--- config.mk ---
export PLATFORM = sky130hd
export DESIGN_NAME = voice_sched_flat
export DESIGN_NICKNAME = d
export VERILOG_FILES = /design/src/rtl/voice_sched_if.sv /design/src/rtl/voice_sched.sv /design/src/flat_wrapper.sv
export SDC_FILE = /design/constraint.sdc
export NUM_CORES = 1
export LEC_CHECK = 0
export BUFFER_PORTS_ARGS = -buffer_cell sky130_fd_sc_hd__buf_2
export CORE_AREA = 2 2 52 54
export DETAILED_ROUTE_END_ITERATION = 16
export DIE_AREA = 0 0 54 56
export PLACE_DENSITY = 0.79
export SLEW_MARGIN = 5
export SYNTH_ARGS = -nofsm -noshare
export SYNTH_HDL_FRONTEND = slang
export SYNTH_SLANG_ARGS = --single-unit
--- constraint.sdc ---
create_clock -name MHz10 -period 3.2 [get_ports MHz10]
set_clock_uncertainty 0.15 [all_clocks]
set_input_delay 0.16 -clock MHz10 [delete_from_list [all_inputs] [get_ports MHz10]]
set_output_delay 0.16 -clock MHz10 [all_outputs]
set_load 0.05 [all_outputs]
--- src/rtl/voice_sched_if.sv ---
// voice_sched_if
//   Bundles the scheduler's request/grant handshake and status lines.
//   master : the scheduler (drives grant and status, receives requests)
//   slave  : the voice side / testbench (drives requests, done, controls)
//   Signals: en, req[NUM_VOICES], done, clear_ovr -> scheduler
//            grant[NUM_VOICES], samp_strobe, mix_latch, busy, overrun <- scheduler
//            timeout <- scheduler (only when SCHED_TIMEOUT_EN is defined)
interface voice_sched_if #(
  parameter int NUM_VOICES = 4
);
  logic                  en;
  logic [NUM_VOICES-1:0] req;
  logic                  done;
  logic                  clear_ovr;
  logic [NUM_VOICES-1:0] grant;
  logic                  samp_strobe;
  logic                  mix_latch;
  logic                  busy;
  logic                  overrun;
`ifdef SCHED_TIMEOUT_EN
  logic                  timeout;
`endif

  modport master (
    input  en, req, done, clear_ovr,
    output grant, samp_strobe, mix_latch, busy, overrun
`ifdef SCHED_TIMEOUT_EN
    , output timeout
`endif
  );

  modport slave (
    output en, req, done, clear_ovr,
    input  grant, samp_strobe, mix_latch, busy, overrun
`ifdef SCHED_TIMEOUT_EN
    , input timeout
`endif
  );
endinterface

--- src/rtl/voice_sched.sv ---
// voice_sched
//   Audio-frame scheduler. Owns the sample-rate divider (period DIV_MAX+1
//   clocks); on every sample tick it latches the pending voice requests,
//   grants them one at a time round-robin with a grant/done handshake and
//   then pulses mix_latch to close the frame.
//   Ports:
//     MHz10 : system clock, rising edge
//     rst   : asynchronous active-high reset
//     bus   : voice_sched_if.master (en, req, done, clear_ovr in;
//             grant, samp_strobe, mix_latch, busy, overrun out)
//   Optional feature macro: SCHED_TIMEOUT_EN adds a SERVE watchdog of
//   TIMEOUT_CYC clocks and the sticky bus.timeout flag.
module voice_sched #(
  parameter int NUM_VOICES = 4,
  parameter int DIV_MAX    = 226,
  parameter int CNT_W      = 8
`ifdef SCHED_TIMEOUT_EN
  , parameter int TIMEOUT_CYC = 64
`endif
) (
  input  logic          MHz10,
  input  logic          rst,
  voice_sched_if.master bus
);

  localparam int                    PTR_W    = $clog2(NUM_VOICES);
  localparam logic [CNT_W-1:0]      CNT_MAX  = CNT_W'(DIV_MAX);
  localparam logic [PTR_W-1:0]      PTR_LAST = PTR_W'(NUM_VOICES - 1);
  localparam logic [PTR_W:0]        NV_EXT   = (PTR_W + 1)'(NUM_VOICES);
  localparam logic [NUM_VOICES-1:0] ONE_HOT0 = {{(NUM_VOICES - 1){1'b0}}, 1'b1};

  typedef enum logic [1:0] {
    S_IDLE  = 2'd0,
    S_ARB   = 2'd1,
    S_SERVE = 2'd2,
    S_MIX   = 2'd3
  } state_t;

  state_t                r_state;
  state_t                w_state_nxt;
  logic [CNT_W-1:0]      r_count;
  logic [NUM_VOICES-1:0] r_pending;
  logic [PTR_W-1:0]      r_rr_ptr;
  logic [PTR_W-1:0]      r_sel;
  logic [NUM_VOICES-1:0] r_grant;
  logic                  r_samp_strobe;
  logic                  r_mix_latch;
  logic                  r_busy;
  logic                  r_overrun;

  logic                  w_tick;
  logic                  w_found;
  logic [PTR_W-1:0]      w_sel;
  logic [PTR_W:0]        w_rr_sum;
  logic [PTR_W-1:0]      w_rr_idx;
  logic                  w_serve_end;
  logic [NUM_VOICES-1:0] w_pending_nxt;
  logic [PTR_W-1:0]      w_rr_nxt;
  logic [PTR_W-1:0]      w_sel_nxt;
  logic [NUM_VOICES-1:0] w_grant_nxt;
  logic                  w_strobe_nxt;
  logic                  w_mix_nxt;
  logic                  w_overrun_nxt;

  assign w_tick = bus.en && (r_count == CNT_MAX);

  // Sample-rate divider: free-runs 0..DIV_MAX while enabled, parked at 0 otherwise.
  always_ff @(posedge MHz10 or posedge rst) begin
    if (rst) begin
      r_count <= {CNT_W{1'b0}};
    end else if (!bus.en) begin
      r_count <= {CNT_W{1'b0}};
    end else if (r_count == CNT_MAX) begin
      r_count <= {CNT_W{1'b0}};
    end else begin
      r_count <= r_count + {{(CNT_W - 1){1'b0}}, 1'b1};
    end
  end

  // Round-robin search: first pending voice at or above rr_ptr, wrapping.
  always_comb begin
    w_found  = 1'b0;
    w_sel    = {PTR_W{1'b0}};
    w_rr_sum = {(PTR_W + 1){1'b0}};
    w_rr_idx = {PTR_W{1'b0}};
    for (int i = 0; i < NUM_VOICES; i++) begin
      w_rr_sum = {1'b0, r_rr_ptr} + (PTR_W + 1)'(i);
      if (w_rr_sum >= NV_EXT) begin
        w_rr_sum = w_rr_sum - NV_EXT;
      end else begin
        w_rr_sum = w_rr_sum;
      end
      w_rr_idx = w_rr_sum[PTR_W-1:0];
      if (!w_found && r_pending[w_rr_idx]) begin
        w_found = 1'b1;
        w_sel   = w_rr_idx;
      end else begin
        w_found = w_found;
      end
    end
  end

`ifdef SCHED_TIMEOUT_EN
  localparam int             WD_W   = $clog2(TIMEOUT_CYC + 1);
  localparam logic [WD_W-1:0] WD_END = WD_W'(TIMEOUT_CYC - 1);

  logic [WD_W-1:0] r_wd;
  logic            r_timeout;
  logic            w_wd_expire;

  // Expiry fires in the TIMEOUT_CYC-th SERVE clock that still has no done.
  assign w_wd_expire = (r_state == S_SERVE) && !bus.done && (r_wd == WD_END);
  assign w_serve_end = bus.done || w_wd_expire;
  assign bus.timeout = r_timeout;

  // Watchdog counter (restarts for every grant) and sticky timeout flag.
  always_ff @(posedge MHz10 or posedge rst) begin
    if (rst) begin
      r_wd      <= {WD_W{1'b0}};
      r_timeout <= 1'b0;
    end else begin
      if ((r_state == S_SERVE) && !w_serve_end) begin
        r_wd <= r_wd + {{(WD_W - 1){1'b0}}, 1'b1};
      end else begin
        r_wd <= {WD_W{1'b0}};
      end
      if (w_wd_expire) begin
        r_timeout <= 1'b1;
      end else if (bus.clear_ovr) begin
        r_timeout <= 1'b0;
      end else begin
        r_timeout <= r_timeout;
      end
    end
  end
`else
  assign w_serve_end = bus.done;
`endif

  // FSM state register.
  always_ff @(posedge MHz10 or posedge rst) begin
    if (rst) begin
      r_state <= S_IDLE;
    end else begin
      r_state <= w_state_nxt;
    end
  end

  // FSM next-state logic.
  always_comb begin
    w_state_nxt = r_state;
    case (r_state)
      S_IDLE: begin
        if (w_tick) begin
          w_state_nxt = S_ARB;
        end else begin
          w_state_nxt = S_IDLE;
        end
      end
      S_ARB: begin
        if (w_found) begin
          w_state_nxt = S_SERVE;
        end else begin
          w_state_nxt = S_MIX;
        end
      end
      S_SERVE: begin
        if (w_serve_end) begin
          w_state_nxt = S_ARB;
        end else begin
          w_state_nxt = S_SERVE;
        end
      end
      S_MIX: begin
        w_state_nxt = S_IDLE;
      end
      default: begin
        w_state_nxt = S_IDLE;
      end
    endcase
  end

  // FSM output logic: next values of the registered outputs and datapath.
  // Outputs are registered from these, so mix_latch is high exactly while in MIX.
  always_comb begin
    w_pending_nxt = r_pending;
    w_rr_nxt      = r_rr_ptr;
    w_sel_nxt     = r_sel;
    w_grant_nxt   = r_grant;
    w_strobe_nxt  = 1'b0;
    w_mix_nxt     = 1'b0;
    case (r_state)
      S_IDLE: begin
        if (w_tick) begin
          w_pending_nxt = bus.req;
          w_strobe_nxt  = 1'b1;
        end else begin
          w_pending_nxt = r_pending;
        end
      end
      S_ARB: begin
        if (w_found) begin
          w_grant_nxt = ONE_HOT0 << w_sel;
          w_sel_nxt   = w_sel;
        end else begin
          w_grant_nxt = {NUM_VOICES{1'b0}};
          w_mix_nxt   = 1'b1;
        end
      end
      S_SERVE: begin
        if (w_serve_end) begin
          w_grant_nxt          = {NUM_VOICES{1'b0}};
          w_pending_nxt[r_sel] = 1'b0;
        end else begin
          w_grant_nxt = r_grant;
        end
      end
      S_MIX: begin
        if (r_rr_ptr == PTR_LAST) begin
          w_rr_nxt = {PTR_W{1'b0}};
        end else begin
          w_rr_nxt = r_rr_ptr + {{(PTR_W - 1){1'b0}}, 1'b1};
        end
      end
      default: begin
        w_grant_nxt = {NUM_VOICES{1'b0}};
      end
    endcase

    // A tick while a frame is in flight is dropped; setting beats clearing.
    if (w_tick && (r_state != S_IDLE)) begin
      w_overrun_nxt = 1'b1;
    end else if (bus.clear_ovr) begin
      w_overrun_nxt = 1'b0;
    end else begin
      w_overrun_nxt = r_overrun;
    end
  end

  // Datapath and output registers.
  always_ff @(posedge MHz10 or posedge rst) begin
    if (rst) begin
      r_pending     <= {NUM_VOICES{1'b0}};
      r_rr_ptr      <= {PTR_W{1'b0}};
      r_sel         <= {PTR_W{1'b0}};
      r_grant       <= {NUM_VOICES{1'b0}};
      r_samp_strobe <= 1'b0;
      r_mix_latch   <= 1'b0;
      r_busy        <= 1'b0;
      r_overrun     <= 1'b0;
    end else begin
      r_pending     <= w_pending_nxt;
      r_rr_ptr      <= w_rr_nxt;
      r_sel         <= w_sel_nxt;
      r_grant       <= w_grant_nxt;
      r_samp_strobe <= w_strobe_nxt;
      r_mix_latch   <= w_mix_nxt;
      r_busy        <= (w_state_nxt != S_IDLE);
      r_overrun     <= w_overrun_nxt;
    end
  end

  assign bus.grant       = r_grant;
  assign bus.samp_strobe = r_samp_strobe;
  assign bus.mix_latch   = r_mix_latch;
  assign bus.busy        = r_busy;
  assign bus.overrun     = r_overrun;

endmodule
--- src/flat_wrapper.sv ---
// flat-port wrapper written by rule: the top's interface ports become plain ports
module voice_sched_flat 
#(
  parameter int NUM_VOICES = 4,
  parameter int DIV_MAX    = 226,
  parameter int CNT_W      = 8

)
  (MHz10, rst, bus_en, bus_req, bus_done, bus_clear_ovr, bus_grant, bus_samp_strobe, bus_mix_latch, bus_busy, bus_overrun);
  voice_sched_if #(.NUM_VOICES(NUM_VOICES)) bus_i ();
  input  logic MHz10;
  input  logic rst;
  input wire logic [$bits(bus_i.en)-1:0] bus_en;
  input wire logic [$bits(bus_i.req)-1:0] bus_req;
  input wire logic [$bits(bus_i.done)-1:0] bus_done;
  input wire logic [$bits(bus_i.clear_ovr)-1:0] bus_clear_ovr;
  output wire logic [$bits(bus_i.grant)-1:0] bus_grant;
  output wire logic [$bits(bus_i.samp_strobe)-1:0] bus_samp_strobe;
  output wire logic [$bits(bus_i.mix_latch)-1:0] bus_mix_latch;
  output wire logic [$bits(bus_i.busy)-1:0] bus_busy;
  output wire logic [$bits(bus_i.overrun)-1:0] bus_overrun;
  assign bus_i.en = bus_en;
  assign bus_i.req = bus_req;
  assign bus_i.done = bus_done;
  assign bus_i.clear_ovr = bus_clear_ovr;
  assign bus_grant = bus_i.grant;
  assign bus_samp_strobe = bus_i.samp_strobe;
  assign bus_mix_latch = bus_i.mix_latch;
  assign bus_busy = bus_i.busy;
  assign bus_overrun = bus_i.overrun;
  voice_sched #(.NUM_VOICES(NUM_VOICES), .DIV_MAX(DIV_MAX), .CNT_W(CNT_W)) u_core (.MHz10(MHz10), .rst(rst), .bus(bus_i));
endmodule
# Word-level counts from Yosys, hierarchy flattened
# Index checks and enable logic that the tools add are counted.
# word_totals
regBits,26
word_cells,98
out_inout_bits,8
in_bits,9
# classes
bitwise_logic,2
eq_ne,7
n_lt_le_gt_ge,10
n_reduce_logical,18
muxes,41
shifts,1
n_addsub,9
# ops
cell,count
2-bit two-way mux,10
1-bit two-way mux,17
4-bit two-way mux,4
8-bit two-way mux,2
4-bit one-hot mux with 2 select lines,2
2-bit by 3-bit less-than comparator with 1-bit output (second input constant),5
2-bit nonzero test,5
3-bit >= comparator (second input constant),3
8-bit by 1-bit adder with 8-bit output (second input constant),1
1-bit binary-select mux with 2-bit select,4
8-bit == test (second input constant),1
2-bit one-hot mux with 4 select lines,1
2-bit by 1-bit subtractor with 2-bit output (second input constant),4
2-bit by 2-bit adder with 3-bit output (second input constant),2
2-bit == test (second input constant),3
1-bit logical AND,6
4-bit AND,1
4-bit inverter,1
2-bit AND reduction,2
1-bit by 2-bit << shifter with 4-bit output (first input constant),1
2-bit by 1-bit adder with 3-bit output (second input constant),1
2-bit by 3-bit >= comparator with 1-bit output (second input constant),1
1-bit zero test,3
3-bit AND reduction,1
other kinds (7),7

# Longest topological paths before layout
# depth
word_depth,17
mapped_depth,7
ltp_nobuf,7

# Least setup slack after synthesis
# No wires, ideal clock.
# synth_timing
path_type,reg-to-reg
start,register u_core.r_rr_ptr[0]
end,register u_core.r_grant[0] (netlist: u_core.bus.grant[0])
t_arrival_ps,1633
path_buffers,1
synth_period_minus_slack_ps,1904
setup_slack_ps,1296
path_stages_with_launch,7
cell_sequence,dfrtp_1 > ha_1 > buf_6 > mux4_2 > o21ai_1 > o21ai_2 > a32o_1
# synth_between
elab_chain_len,17
elab_cells_between_ends,40
# synth_rtl
item,line_no,source
"start, declared",voice_sched.sv:43,logic [PTR_W-1:0] r_rr_ptr;
"start signal, assigned",voice_sched.sv:244,r_rr_ptr <= {PTR_W{1'b0}};
"start signal, assigned",voice_sched.sv:253,r_rr_ptr <= w_rr_nxt;
"parallel branches: the longest is 15 deep, another holds 2-bit by 1-bit adder with 3-bit output",-,
4-bit two-way mux (*),voice_sched.sv:202,if (w_found) begin
4-bit one-hot mux with 2 select lines (*),voice_sched.sv:192,case (r_state)
"end signal, assigned",voice_sched.sv:246,r_grant <= {NUM_VOICES{1'b0}};
"end signal, assigned",voice_sched.sv:255,r_grant <= w_grant_nxt;
"end, declared",voice_sched.sv:45,logic [NUM_VOICES-1:0] r_grant;
# Every way passes the cells marked *. The select of a mux whose other input is x is not followed.
# A chain may end at the register's enable or synchronous reset.

# Worst setup path in the final report
# layout_timing
start,register u_core.r_rr_ptr[0]
end,register u_core.r_grant[2] (netlist: u_core.bus.grant[2])
# The elaborated chain is that of the path after synthesis.

==> results by group <==
Power
  • Leak: 0.000753 uW
  • Pwr dens: 616 mW/mm2
  • Power share of the combinational group: 0.359
  • Register share of total power: 0.465
  • Clock share of power: 0.176
  • Sw frac: 0.414
  • Internal Pwr Total: 571 uW
  • P_sw: 403 uW
  • Peak supply drop: 609 uV

STA
  • Final setup viols: 0
  • Min Tclk post-route: 2390 ps
  • Slew Limit Fails: 0
  • Slew margin rel.: 0.348
  • Endpoints failing hold: 0
  • Final worst-path cycle share: 0.747
  • Worst-Margin Slew: 977 ps
  • Max frequency: 0.418 GHz
  • RSZ-0062 raised after global routing: no
  • Final setup margin: 810 ps
  • Post-route setup TNS: 0 ps

Clock tree
  • Clock root buffer: clkbuf_4
  • Clk sinks: 26
  • CTS tree: yes
  • Clock buffer depth: 2
  • CTS buffer count: 3
  • H-tree depth: 1
  • Reg clk slew, reported paths: 150 ps
  • Worst skew pair latency: 330 ps

Synthesis
  • Synth Area in Adders: 0.0268
  • Flops & latches, synth: 26
  • Number of synthesized flops with an enable pin: 0
  • Synth warn: 0
  • XOR/XNOR Fraction of Synth Area: 0.0313
  • Synth Flop Type: dfrtp_1
  • Synth Area in Simple Gates: 0.177
  • Synth async-reset ratio: 1.00
  • Mapped Area: 0.00140 mm2
  • Synthesized net count: 153
  • Largest family of logic cells by synthesized area: compound AO/OA/AOI/OAI gates
  • Count leader, synth: dfrtp_1
  • Post-synthesis compound-gate area fraction: 0.191
  • Post-Syn Instances: 141
  • Mean Syn Cell Area: 9.92 um2
  • Multiplexer area fraction after synthesis: 0.0546
  • Top cell type's share of synthesized area: 0.465
  • Seq/Total Area, Yosys: 0.465
  • Largest area contributor in the netlist: dfrtp_1
  • Post-synth top cells: dfrtp_1 (26), nand2_1 (15), nor2_1 (12)
  • Yosys cell types: 43
  • Ranking of synthesized cells by area: dfrtp_1 (47%), nand2_1 (4.0%), o21ai_0 (3.9%)

Place
  • Pre-CTS setup slack: 875 ps
  • Number of I/O port buffers: 16
  • DP Wirelength: 1970 um
  • Gpl congestion: 0.935
  • DP Cell Count: 182

Setup path
  • Crit path kind: reg2reg
  • Setup crit start: u_core.r_rr_ptr[0]
  • Worst r2r src: u_core.r_rr_ptr[0]
  • Worst Setup End Kind: flop
  • WP data required: 3290 ps
  • Register-to-Register Setup Slack: 810 ps
  • Crit-path max FO: 13
  • Crit Reg-Reg Endpoint: u_core.bus.grant[2]
  • Critical path startpoint category: flop
  • Reg2Reg Depth: 6
  • Crit path DAT: 2480 ps

Drt
  • Vias per cell: 5.94
  • Drt wl/cell: 14.7 um
  • # DRC: 0
  • Pre-antenna DRT Iters: 4
  • Total number of vias: 1,146
  • Initial drt markers: 34
  • Detail Route Antenna Nets: 0
  • WL final: 2830 um

GRT
  • Tot GR Track Use: 0.221
  • Vias in the first global route: 1,109
  • Overflow after GRT: 0
  • Largest net degree at the start of global routing: 27
  • Antenna violations before repair: 0
  • First-pass GRT wire length: 4950 um

Cells and area
  • Area of the multi-input gates: 672 um2
  • Filler cells: 201
  • Fin cells: 193
  • Final nets: 176
  • Register area: 651 um2
  • Layout cell share with drive strength beyond 1: 0.172
  • P&R area growth vs syn: 13.0%
  • N_diodes: 0

Floorplan
  • Initial Util: 0.575
  • Die X: 54 um
  • Core Region: 0.00243 mm2
  • # IOs: 17
  • Row Count: 18
  • Die height: 56 um
  • Die Area: 0.00302 mm2

Min path
  • Hold crit path type: in2reg
  • WHS Endpoint: u_core.bus.overrun
  • Hold path start: bus_en
  • Hold Path Cell Cnt: 3

Job
  • Max Cap Viol: 0

Run status
  • Status: finished clean
-- routing by layer --
metal | vias to the layer above | track usage | wire (um)
met5 | - | 0 | 0
met1 | 564 | 0.323 | 1300
met4 | 0 | 0.0643 | 33
li1 | 548 | - | -
met2 | 29 | 0.340 | 1400
met3 | 5 | 0.0323 | 96
-- layout by cell type, fill, tap and decap left out, types with 3 or more instances in the layout --
cell type and n:
dfrtp_1 26, buf_2 16, nand2_1 15, nor2_1 12, o21ai_0 11, inv_1 9, a21oi_1 7, dlygate4sd3_1 7
a22o_1 4, and3_1 3, nand3_1 3, nor2b_1 3, a32o_1 3, xnor2_1 3, ha_1 3, clkbuf_4 3
-- what timing repair did --
item                                   in CTS  in global routing
hold buffers                                7                  0
gates resized for setup                     0                  0
setup buffers                               0                  0
endpoints found under the hold margin      32                  0
-- critical path, stage by stage (launching register included) --
cell	delay (ps)
dfrtp_1	560
ha_1	530
inv_1	90
a32o_1	250
a32oi_1	230
o21ai_0	190
a32o_1	300
-- power by group through the flow --
stage	Sequential (uW)	Clock [uW]	Combinational, uW
5_1_grt	467	183	382
2_1_floorplan	488	0	255
3_5_place_dp	458	0	338
4_1_cts	451	173	345
6_report	453	171	349
3_3_place_gp	452	0	325
-- sequential cells by signal, summed over array words and instances, names as in the netlist --
signal	count
u_core.bus.busy	1
u_core.bus.grant	4
u_core.bus.mix_latch	1
u_core.bus.overrun	1
u_core.bus.samp_strobe	1
u_core.r_count	8
u_core.r_pending	4
u_core.r_rr_ptr	2
u_core.r_sel	2
u_core.r_state	2
-- kinds of logic after synthesis --
logic type | Yosys count
buffers and inverters | 14
AND/OR/NAND/NOR | 48
AO/OA/AOI/OAI | 40
multiplexers | 5
flip-flops | 26
adder cells (fa/ha/maj) | 3
XOR/XNOR | 5
-- stage by stage --
stage	hold slack, ps	total power, uW	instance area, um2	util
final	42.2	973	1580	0.650
after global routing	41.2	1030	1580	0.650
after CTS	39.0	969	1580	0.650
after detailed placement	213	796	1470	0.606
after global placement	209	777	1470	0.606
after floorplan	50.0	743	1400	-
-- layout make-up --
| type | instances | share of cell area |
|---|---|---|
| clock buffers | 4 | 0.0230 |
| inverters | 9 | 0.0214 |
| multi-input cells | 101 | 0.425 |
| flip-flops and latches | 26 | 0.412 |
| well taps | 30 | 0.0238 |
| repair buffers | 23 | 0.0950 |
-- worst max-delay path by stage --
stage                                      to  cells past startpoint  slack, ps
after CTS                 u_core.bus.grant[2]                      6        870
after global routing      u_core.bus.grant[2]                      6        680
after global placement    u_core.bus.grant[2]                      6       1010
after floorplan           u_core.bus.grant[0]                      6       1300
after detailed placement  u_core.bus.grant[2]                      6        870
final                     u_core.bus.grant[2]                      6        810
Note: power is estimated with default switching activity, not from simulation.
